$ cat config.mk
export PLATFORM = sky130hd
export DESIGN_NAME = conv_loop_scheduler
export DESIGN_NICKNAME = d
export VERILOG_FILES = /design/src/rtl/sparhixcel_ctrl_pkg.sv /design/src/rtl/loop_level_counter.sv /design/src/rtl/conv_loop_scheduler.sv
export SDC_FILE = /design/constraint.sdc
export NUM_CORES = 1
export LEC_CHECK = 0
export CORE_MARGIN = 4
export CORE_UTILIZATION = 53
export DETAILED_ROUTE_END_ITERATION = 10
export MAX_ROUTING_LAYER = met4
export PLACE_DENSITY = 0.8
export SYNTH_ARGS = -nofsm -noshare
export SYNTH_HDL_FRONTEND = slang
export SYNTH_SLANG_ARGS = --single-unit
$ cat constraint.sdc
create_clock -name clk_i -period 2.3 [get_ports clk_i]
set_input_delay 0.345 -clock clk_i [delete_from_list [all_inputs] [get_ports clk_i]]
set_output_delay 0.345 -clock clk_i [all_outputs]
set_load 0.005 [all_outputs]
$ cat src/rtl/sparhixcel_ctrl_pkg.sv
// Shared control-plane types for the systolic array sequencing blocks.
package sparhixcel_ctrl_pkg;

  localparam int CNT_W_DEF = 8;

  // Loop levels, innermost first; the counter chain is built in this order.
  localparam int NUM_LVL = 3;
  localparam int LVL_CH  = 0;
  localparam int LVL_COL = 1;
  localparam int LVL_ROW = 2;

  typedef enum logic [1:0] {
    IDLE  = 2'd0,
    RUN   = 2'd1,
    FLUSH = 2'd2,
    DONE  = 2'd3
  } sched_state_t;

endpackage

$ cat src/rtl/loop_level_counter.sv
// One level of the output loop nest: counts 0..max and wraps by comparison,
// so max = all-ones never relies on a carry-out.
module loop_level_counter #(
  parameter int W = 8
) (
  input  logic         clk_i,
  input  logic         rst_n_i,
  input  logic         clr_i,
  input  logic         en_i,
  input  logic [W-1:0] max_i,
  output logic [W-1:0] count_o,
  output logic         at_max_o
);

  logic [W-1:0] count_q, count_d;

  assign at_max_o = (count_q == max_i);
  assign count_o  = count_q;

  // Clear wins over step; a step at max wraps to zero.
  always_comb begin
    count_d = count_q;
    if (clr_i)     count_d = '0;
    else if (en_i) count_d = at_max_o ? '0 : count_q + 1'b1;
  end

  // Index register.
  always_ff @(posedge clk_i or negedge rst_n_i) begin
    if (!rst_n_i) count_q <= '0;
    else          count_q <= count_d;
  end

endmodule

$ cat src/rtl/conv_loop_scheduler.sv
// Row/col/channel loop sequencer for the PE array: latches a run config,
// emits one index tuple per non-stalled cycle, drains, then pulses done.
module conv_loop_scheduler
  import sparhixcel_ctrl_pkg::*;
#(
  parameter int CNT_W        = CNT_W_DEF,
  parameter int DRAIN_CYCLES = 4
) (
  input  logic             clk_i,
  input  logic             rst_n_i,
  input  logic             start_i,
  input  logic             abort_i,
  input  logic             stall_i,
  input  logic [CNT_W-1:0] max_row_i,
  input  logic [CNT_W-1:0] max_col_i,
  input  logic [CNT_W-1:0] max_ch_i,
  output logic             busy_o,
  output logic             valid_o,
  output logic [CNT_W-1:0] row_o,
  output logic [CNT_W-1:0] col_o,
  output logic [CNT_W-1:0] ch_o,
  output logic             first_o,
  output logic             last_o,
  output logic             done_o
);

  // Final drain count value; only meaningful when DRAIN_CYCLES >= 1.
  localparam logic [7:0] DRAIN_LAST = 8'(DRAIN_CYCLES - 1);

  sched_state_t state_q, state_d;
  logic [7:0]   drain_q, drain_d;

  logic [NUM_LVL-1:0][CNT_W-1:0] max_q;
  logic [NUM_LVL-1:0][CNT_W-1:0] cnt;
  logic [NUM_LVL-1:0]            at_max;
  logic [NUM_LVL-1:0]            lvl_en;

  logic accept;
  logic step;
  logic last_tuple;
  logic kill;
  logic cnt_clr;

  assign accept     = (state_q == IDLE) && start_i;
  // Abort outranks both stall and last-tuple detection: nothing is consumed.
  assign step       = (state_q == RUN) && !stall_i && !abort_i;
  assign last_tuple = step && (&at_max);
  assign kill       = abort_i && ((state_q == RUN) || (state_q == FLUSH));
  assign cnt_clr    = accept || last_tuple || kill;

  // Counter chain: an outer level steps only when every inner level wraps.
  genvar g;
  generate
    for (g = 0; g < NUM_LVL; g++) begin : g_lvl
      if (g == 0) begin : g_inner
        assign lvl_en[g] = step;
      end else begin : g_outer
        assign lvl_en[g] = step & (&at_max[g-1:0]);
      end
      loop_level_counter #(.W(CNT_W)) u_cnt (
        .clk_i   (clk_i),
        .rst_n_i (rst_n_i),
        .clr_i   (cnt_clr),
        .en_i    (lvl_en[g]),
        .max_i   (max_q[g]),
        .count_o (cnt[g]),
        .at_max_o(at_max[g])
      );
    end
  endgenerate

  // Run configuration is captured only on an accepted start.
  always_ff @(posedge clk_i or negedge rst_n_i) begin
    if (!rst_n_i) begin
      max_q <= '0;
    end else if (accept) begin
      max_q[LVL_ROW] <= max_row_i;
      max_q[LVL_COL] <= max_col_i;
      max_q[LVL_CH]  <= max_ch_i;
    end
  end

  // State and drain counter registers.
  always_ff @(posedge clk_i or negedge rst_n_i) begin
    if (!rst_n_i) begin
      state_q <= IDLE;
      drain_q <= '0;
    end else begin
      state_q <= state_d;
      drain_q <= drain_d;
    end
  end

  // Next-state logic; the drain counter free-runs through stalls.
  always_comb begin
    state_d = state_q;
    drain_d = drain_q;
    case (state_q)
      IDLE: begin
        if (start_i) state_d = RUN;
      end
      RUN: begin
        if (abort_i) begin
          state_d = IDLE;
        end else if (last_tuple) begin
          drain_d = '0;
          state_d = (DRAIN_CYCLES == 0) ? DONE : FLUSH;
        end
      end
      FLUSH: begin
        if (abort_i)                    state_d = IDLE;
        else if (drain_q == DRAIN_LAST) state_d = DONE;
        else                            drain_d = drain_q + 8'd1;
      end
      DONE:    state_d = IDLE;
      default: state_d = IDLE;
    endcase
  end

  assign busy_o  = (state_q != IDLE);
  assign valid_o = step;
  assign first_o = step && (cnt == '0);
  assign last_o  = last_tuple;
  assign done_o  = (state_q == DONE);
  assign row_o   = cnt[LVL_ROW];
  assign col_o   = cnt[LVL_COL];
  assign ch_o    = cnt[LVL_CH];

endmodule

=== Yosys cells after proc, flatten, opt, wreduce, memory -nomap -nowiden ===
Index checks and enable logic that the tools add are counted.

* Memory bits (read-only): 0
* Output and inout port bits: 29
* Latch bits: 0
* Word-level logic and storage cells: 70
* Memories kept: 0
* Register bits after elaboration: 58
* RAM bits: 0

* Add/subtract/negate cells: 4
* Bitwise gates (word level): 2
* Magnitude comparators: 0
* Multiplexer cells: 20
* Reductions and logical operators: 22
* Shift-type cells: 0
* Div/mod/pow operators: 0
* Multipliers: 0
* Equality and inequality tests: 14

{| class="wikitable"
|+ Operators by type and width
! cell !! count
|-
| two-way mux 8 bit || 13
|-
| adder 8 x 1 -> 8 bit (second input constant) || 4
|-
| equality test 8 bit || 3
|-
| logical NOT 24 bit || 1
|-
| case mux 8 bit (2 select lines) || 1
|-
| two-way mux 2 bit || 5
|-
| != test 2 bit (second input constant) || 5
|-
| nonzero test 2 bit || 5
|-
| equality test 8 x 2 -> 1 bit (second input constant) || 1
|-
| case mux 2 bit (4 select lines) || 1
|-
| logical AND 1 bit || 6
|-
| AND reduction 3 bit || 2
|-
| AND reduction 5 bit || 1
|-
| equality test 2 bit (second input constant) || 2
|-
| logical OR 1 bit || 3
|-
| != test 3 x 2 -> 1 bit (second input constant) || 1
|-
| != test 3 bit (second input constant) || 1
|-
| AND 1 bit || 2
|-
| equality test 2 x 1 -> 1 bit (second input constant) || 1
|-
| logical NOT 1 bit || 2
|-
| logical NOT 2 bit || 1
|-
| AND reduction 2 bit || 1
|}

=== Depth between registers and ports, before layout ===
* Depth in word-level cells: 7
* Mapped depth: 10
* Mapped depth without buffers: 9

=== Cells and area by module ===
A second synthesis with hierarchy kept.

* Cell total of the unflattened synthesis: 312
* Area, all modules: 3,253.1 um^2

{| class="wikitable"
|+ By module, submodules not included
! module !! sequential area each (um^2) !! area each (um^2) !! instances !! cells each
|-
| conv_loop_scheduler || 850.8 || 1,669.1 || 1 || 144
|-
| loop_level_counter || 200.2 || 528.0 || 3 || 56
|}

=== Worst setup path before layout ===
No wires, ideal clock.

* Path kind: reg2reg
* Start: reg state_q[1]
* End: reg g_lvl[1].u_cnt.count_q[5]
* Slack: 199 ps
* Period minus slack after synthesis: 2,101 ps
* Buffers on the path: 1
* Cell stages (with the launch flop): 10
* Setup time: 78 ps
* Arrival time: 2,023 ps
* Cell sequence: dfrtp_1 > inv_1 > ha_1 > nand2b_1 > or2_4 > nor3_4 > buf_6 > o21ai_1 > or4_1 > a21oi_1

* Longest elaborated chain between the ends: 7
* Elaborated cells between the ends (all ways): 14

{| class="wikitable"
|+ Ends and longest elaborated chain
! what !! RTL line !! text
|-
| start, declared || conv_loop_scheduler.sv:30 || <nowiki>sched_state_t state_q, state_d;</nowiki>
|-
| start signal, assigned || conv_loop_scheduler.sv:89 || <nowiki>state_q <= state_d;</nowiki>
|-
| equality test 2 x 1 -> 1 bit || conv_loop_scheduler.sv:46, conv_loop_scheduler.sv:48 ||
|-
| logical AND 1 bit (2 in a row) || conv_loop_scheduler.sv:46 || <nowiki>assign step = (state_q == RUN) && !stall_i && !abort_i;</nowiki>
|-
| logical AND 1 bit || conv_loop_scheduler.sv:47 || <nowiki>assign last_tuple = step && (&at_max);</nowiki>
|-
| logical OR 1 bit (2 in a row) || conv_loop_scheduler.sv:49 || <nowiki>assign cnt_clr = accept || last_tuple || kill;</nowiki>
|-
| two-way mux 8 bit / nonzero test 2 bit (equally long branches) || n/a ||
|-
| end signal, assigned || loop_level_counter.sv:30 || <nowiki>else count_q <= count_d;</nowiki>
|-
| end, declared || loop_level_counter.sv:15 || <nowiki>logic [W-1:0] count_q, count_d;</nowiki>
|}

Parallel ways exist; a longest one is shown, timed or not.
A chain may end at the register's enable or synchronous reset.

=== Final worst setup path ===
* Start: reg state_q[1]
* End: out valid_o

* Longest elaborated chain between the ends: 3

{| class="wikitable"
|+ Ends and longest elaborated chain
! what !! RTL line !! text
|-
| equality test 2 x 1 -> 1 bit || conv_loop_scheduler.sv:46 ||
|-
| logical AND 1 bit (2 in a row) || conv_loop_scheduler.sv:46 ||
|-
| end, declared || conv_loop_scheduler.sv:18 || <nowiki>output logic valid_o,</nowiki>
|}

No other way between the ends.

==> results.json <==
{
  "yosys.cell_types.count": 48,
  "placement.io_buffers": 57,
  "ant_nets": 0,
  "area_growth_pct": 36.4,
  "yosysTopAreaCellShare": 0.445,
  "cp_max_fo": 3,
  "viasPerCell": 5.58,
  "numCtsBuffers": 9,
  "end_kind": "primary output",
  "first_iter_violations": 167,
  "syn_inst": 323,
  "reg2reg_from": "state_q[1]",
  "p_per_area_mw_per_mm2": 896,
  "path_cells": "inv_2 -> ha_4 -> nand2b_1 -> or2_4 -> buf_4 -> buf_4 -> clkinv_1 -> clkdlybuf4s15_1",
  "fin_nets": 459,
  "hp-class": "input port to async pin",
  "irDropWorstVdd_uv": 645,
  "grt_max_degree": 59,
  "netlist_top_cells_area": "dfrtp_1 (45%), mux2_2 (8.6%), xnor2_1 (7.5%)",
  "drc": 0,
  "hold_violations": 0,
  "ioPinCount": 58,
  "drt-total-wl_mm": 8.00,
  "core_area_mm2": 0.00596,
  "initial_utilization": 0.547,
  "clockBufferDepth": 2,
  "clock_skew_ns": 0.00959,
  "h-tree-depth": 3,
  "drive_gt1_frac": 0.241,
  "synth_seq_cells": 58,
  "root_buffer": "clkbuf_8",
  "stdcell_count": 498,
  "synth.avg_cell_area_um2": 10.1,
  "dp.cells": 477,
  "worstSkewPairLatency_ns": 0.35,
  "dominantRegCellSynth": "dfrtp_1",
  "maxCapViolCount": 0,
  "synth_nets": 364,
  "outcome": "finished clean",
  "cts.clk_slew.worst_paths_ns": 0.07,
  "die_h_um": 86.4,
  "dieArea_mm2": 0.00747,
  "finalCriticalPeriod_ns": 2.22,
  "vias": 2778,
  "chipWidth_um": 86.4,
  "fill_cells": 437,
  "path_buf_inv": 5,
  "rr_endpoint": "g_lvl[2].u_cnt.count_o[5]",
  "num_rows": 28,
  "cp-start-kind": "register",
  "drv_slew": 0,
  "cts_num_sinks": 58,
  "cp_slowest_stage_delay_ns": 0.38,
  "antenna_cells": 0,
  "crit_type": "register to primary output",
  "synth_area_leader_cell": "dfrtp_1",
  "hold_slack_ns": 0.133,
  "r2r_cells": 9,
  "worstMarginPinSlew_ns": 0.748,
  "final_common_cell": "dfrtp_1",
  "p_leak_nw": 1.91,
  "grt_pass1_vias": 2934,
  "syn_area_mm2": 0.00326,
  "cp.arrival_ns": 1.87,
  "cts_hold_buf": 0,
  "maxSlewHeadroom": 0.501,
  "grt_antenna_before_repair": 0,
  "ys_seq_area_frac": 0.445,
  "fmax_ghz": 0.451,
  "post-route-period-util": 0.964,
  "grt-ovfl-total": 0,
  "required_ns": 1.96,
  "layout_common_cells": "dfrtp_1 (57), clkdlybuf4s50_1 (53), buf_4 (35)",
  "yosys_warnings": 0,
  "place.gp.congestion": 0.854,
  "regToRegSetupSlack_ns": 0.10,
  "routedWlPerCell_um": 16.1,
  "slowest_stage": "dfrtp_1",
  "fin_util": 0.746,
  "synth_edf_count": 0,
  "grt_util_all_layers": 0.233,
  "cts_tree": "done",
  "cp_common_cell": "buf_4",
  "setup_violations": 0,
  "path_delay_family": "buffers and inverters",
  "grt_first_pass_wirelength_mm": 13.3,
  "drt-pass1-iter-count": 4,
  "synthArstFlopShare": 1.00,
  "hpwl_mm": 5.49
}
[power by group]
| part | total, mW | leakage (nW) | internal (mW) | switching, mW |
|---|---|---|---|---|
| clock | 0.964 | 0.105 | 0.553 | 0.412 |
| sequential | 1.47 | 0.751 | 1.28 | 0.188 |
| combinational | 1.55 | 1.06 | 0.827 | 0.723 |
[synth_stat cells, drive strengths merged (2+ instances only)]
cell type and count:
nor4 4, or2 5, or3 4, nor3 2
mux2i 2, xnor2 28, nor4b 4, buf 3
inv 16, nor2 18, dfrtp 58, o22ai 3
ha 12, o21ai 26, nor3b 4, o31ai 4
nand4 6, nand2b 4, nand2 24, mux2 26
a22o 2, a21oi 12, nor2b 2, nand3 11
or3b 6, and3 8, and2 3, a21o 4
clkbuf 7, xor2 4
[metrics by stage]
step / power [mW] / setup TNS, ns / setup WS, ns / area (µm²)
floorplan: 2.40 / 0 / 0.199 / 3260
global placement: 2.86 / -0.502 / -0.127 / 4110
detailed placement: 2.93 / -1.17 / -0.136 / 4110
CTS: 3.92 / 0 / 0.00816 / 4370
global route: 4.22 / -0.0468 / -0.0183 / 4440
finish: 3.98 / 0 / 0.0825 / 4440
[flip-flops by register name (all words and copies together) (netlist names)]
register / count
max_q: 24
state_q: 2
drain_q: 8
g_lvl.u_cnt.count_o: 24
[cell families (layout without fill, tap and decap cells)]
family          after synthesis  in the layout  synth area share
compound gates               58             58             0.105
xor+xnor                     32             32            0.0860
fa+ha+maj                    12             12            0.0461
buf+inv                      27            127            0.0342
flops                        58             58             0.445
mux                          28             28            0.0960
simple gates                108            108             0.187
[layout make-up]
type	count	area (µm²)	area share
clock buffers	11	151	0.0341
flip-flops and latches	58	1450	0.327
well taps	75	93.8	0.0211
multi-input cells	238	1780	0.401
clock inverters	5	52.6	0.0118
repair buffers	94	847	0.191
inverters	17	63.8	0.0144
[how the worst max path moves through the flow]
stage,start,endpoint,cells past startpoint
2_1_floorplan,state_q[1],g_lvl[1].u_cnt.count_o[5],9
3_3_place_gp,abort_i,first_o,6
3_5_place_dp,abort_i,first_o,6
4_1_cts,state_q[1],first_o,8
5_1_grt,state_q[1],g_lvl[2].u_cnt.count_o[2],9
6_report,state_q[1],valid_o,8
[metal layers]
layer | share of wire | track usage | vias up
li1 | - | - | 1327
met1 | 0.43 | 0.288 | 1351
met2 | 0.50 | 0.374 | 84
met3 | 0.049 | 0.0447 | 16
met4 | 0.022 | 0.101 | 0
met5 | 0 | - | -
[repair_timing]
action                     4_1_cts  5_1_grt
setup endpoints to repair        3       11
pin swaps                        3        5
gates resized for setup         12       16
buffers inserted                 3        2
No activity file was read; power rests on OpenSTA's default activity.
==> RTL edit (same flow settings) <==
`CNT_W_DEF`: 8 -> 9.
--- a/src/rtl/sparhixcel_ctrl_pkg.sv
+++ b/src/rtl/sparhixcel_ctrl_pkg.sv
@@ -2,5 +2,5 @@
 package sparhixcel_ctrl_pkg;
 
-  localparam int CNT_W_DEF = 8;
+  localparam int CNT_W_DEF = 9;
 
   // Loop levels, innermost first; the counter chain is built in this order.
Interface: changed (6 resized); port bits go from 58 to 64. The function was not compared with the original's and may differ.
==> RTL edit against the original RTL <==
The flow now finishes with violations (negative hold slack); critical path depth up 3; setup slack worse by 0.030 ns; synthesized cell count up 9.9%; utilization up 2.9 points; synthesized area up 11%; total power up 17%; final cell count up 12%; design area up 13%; register-to-register slack worse by 0.05 ns; largest cell class unchanged; fmax down 1.3%; sequential cell count up 6; wire length up 16%; largest power group unchanged; critical endpoint is now state_q[1].
==> RTL edit: results <==
{
  "status": "finished with violations",
  "violations": "negative hold slack",
  "placed_cells_incl_taps": 535,
  "worstPathArrival_ns": 2.49,
  "gr-usage-all-layers": 0.248,
  "yosysUniqueCellTypes": 54,
  "final.hold.worst_slack_ns": -0.00489,
  "yosys-top-cells-area": "dfrtp_1, mux2_2, xor2_1",
  "detail_route.first_pass.iterations": 4,
  "port_buffers": 63,
  "insertion_delay_to_the_later_sink_of_the_worst_skew_pair_ns": 0.36,
  "postSynth.topFlopCell": "dfrtp_1",
  "cts_root_buffer": "clkbuf_8",
  "drive_above_1_share": 0.256,
  "totalWireLength_mm": 9.28,
  "finalWeightedCongestion": 0.903,
  "net_count_synth": 398,
  "clkTransAtPathRegs_ns": 0.07,
  "synthCells": 355,
  "worst_hold_path_type": "input port to async pin",
  "synth-seq-area-share": 0.442,
  "final_net_count": 518,
  "drt_iter0_markers": 184,
  "worst_path_top_cell_family_by_delay": "simple AND/OR/NAND/NOR gates",
  "antenna_violations_before_repair": 0,
  "detailedPlace.worstSlack_ns": -0.224,
  "worst_path_largest_cell_delay_ns": 0.39,
  "number_of_buffers_added_by_the_clock_tree_synthesis_step": 9,
  "wl_per_cell_um": 16.7,
  "number_of_global_route_vias_before_repair": 3356,
  "ctsHtreeMaxLevel": 3,
  "cell_types_with_the_highest_counts_after_synthesis": "dfrtp_1, mux2_2, nand2_1",
  "max_slew_margin": 0.593,
  "critical_path.slowest_cell": "dfrtp_1",
  "asyncSetResetFlopFracSynth": 1.00,
  "hold_vio_cnt_final": 4,
  "max-clock-path-buffers": 2,
  "vdd_ir_drop_max_v": 0.000524,
  "detail_route.vias_per_cell": 5.83,
  "fin_skew_ns": 0.00848,
  "grt_pass1_wl_mm": 15.8,
  "fillerInstances": 416,
  "num_antenna_cells": 0,
  "grt_start_max_net_pins": 40,
  "critical_path.max_fanout": 3,
  "leakage_nw": 2.23,
  "dpl.hpwl_mm": 6.86,
  "yosys_warnings": 0
}
## RTL edit: cell count changes after synthesis, moves of 5 or more
cell,change
or3b_1,-6
xnor2_1,-13
nor3_1,+5
xor2_1,+17
nand3_1,+8
nand3b_1,+7
dfrtp_1,+6
## RTL edit: path summary, 6_finish.rpt
path	from	end	slack (ns)	depth (start not counted)
min reg2reg	max_q[23]	max_q[23]	0.53	1
max reg2reg	state_q[1]	state_q[1]	0.05	11
max	state_q[1]	state_q[1]	0.05	11
max in group asynchronous	rst_n_i	g_lvl[0].u_cnt.count_o[8]	1.69	2
min in group clk_i	max_q[23]	max_q[23]	0.53	1
min	rst_n_i	max_q[26]	-0.005	1
## RTL edit: metrics by stage
stage / hold WS (ns) / instance area (sq um) / setup TNS, ns / util
after floorplan: 0.0494 / 3620 / 0 / -
after global placement: 0.381 / 4690 / -2.30 / 0.721
after detailed placement: 0.391 / 4690 / -2.38 / 0.721
after CTS: 0.00759 / 4930 / 0 / 0.759
after global routing: 0.0468 / 5030 / -0.121 / 0.775
final: -0.00489 / 5030 / 0 / 0.775
## RTL edit: final cells by class
class | instances | share of cell area
clock buffer | 13 | 0.0316
clock inverter | 3 | 0.00795
inverter | 16 | 0.0124
multi-input combinational | 264 | 0.395
sequential | 64 | 0.318
tap | 77 | 0.0191
timing repair buffer | 120 | 0.216
## RTL edit: cell families after synthesis
kind of cell    share of synthesized area
compound gates                     0.0947
xor+xnor                           0.0870
fa+ha+maj                          0.0380
buf+inv                            0.0314
flops                               0.442
mux                                0.0978
simple gates                        0.209
## RTL edit: where the power goes
| group | total [mW] | internal (mW) | switching (mW) |
|---|---|---|---|
| combinational | 1.95 | 1.01 | 0.937 |
| clock | 0.998 | 0.557 | 0.441 |
| sequential | 1.72 | 1.45 | 0.273 |
| total | 4.67 | 3.02 | 1.65 |
## RTL edit: repair_timing
action / 4_1_cts / 5_1_grt
pin swaps: 5 / 10
setup buffers: 2 / 4
endpoints found under the setup margin: 3 / 27
resized for setup: 12 / 17
## RTL edit: per-layer routing
layer,share of wire,wire (um),global-route usage,up-vias
met5,0,0,-,-
met4,0.023,210,0.115,0
met3,0.049,454,0.0567,23
met2,0.51,4710,0.396,99
met1,0.42,3910,0.298,1608
li1,-,-,-,1515
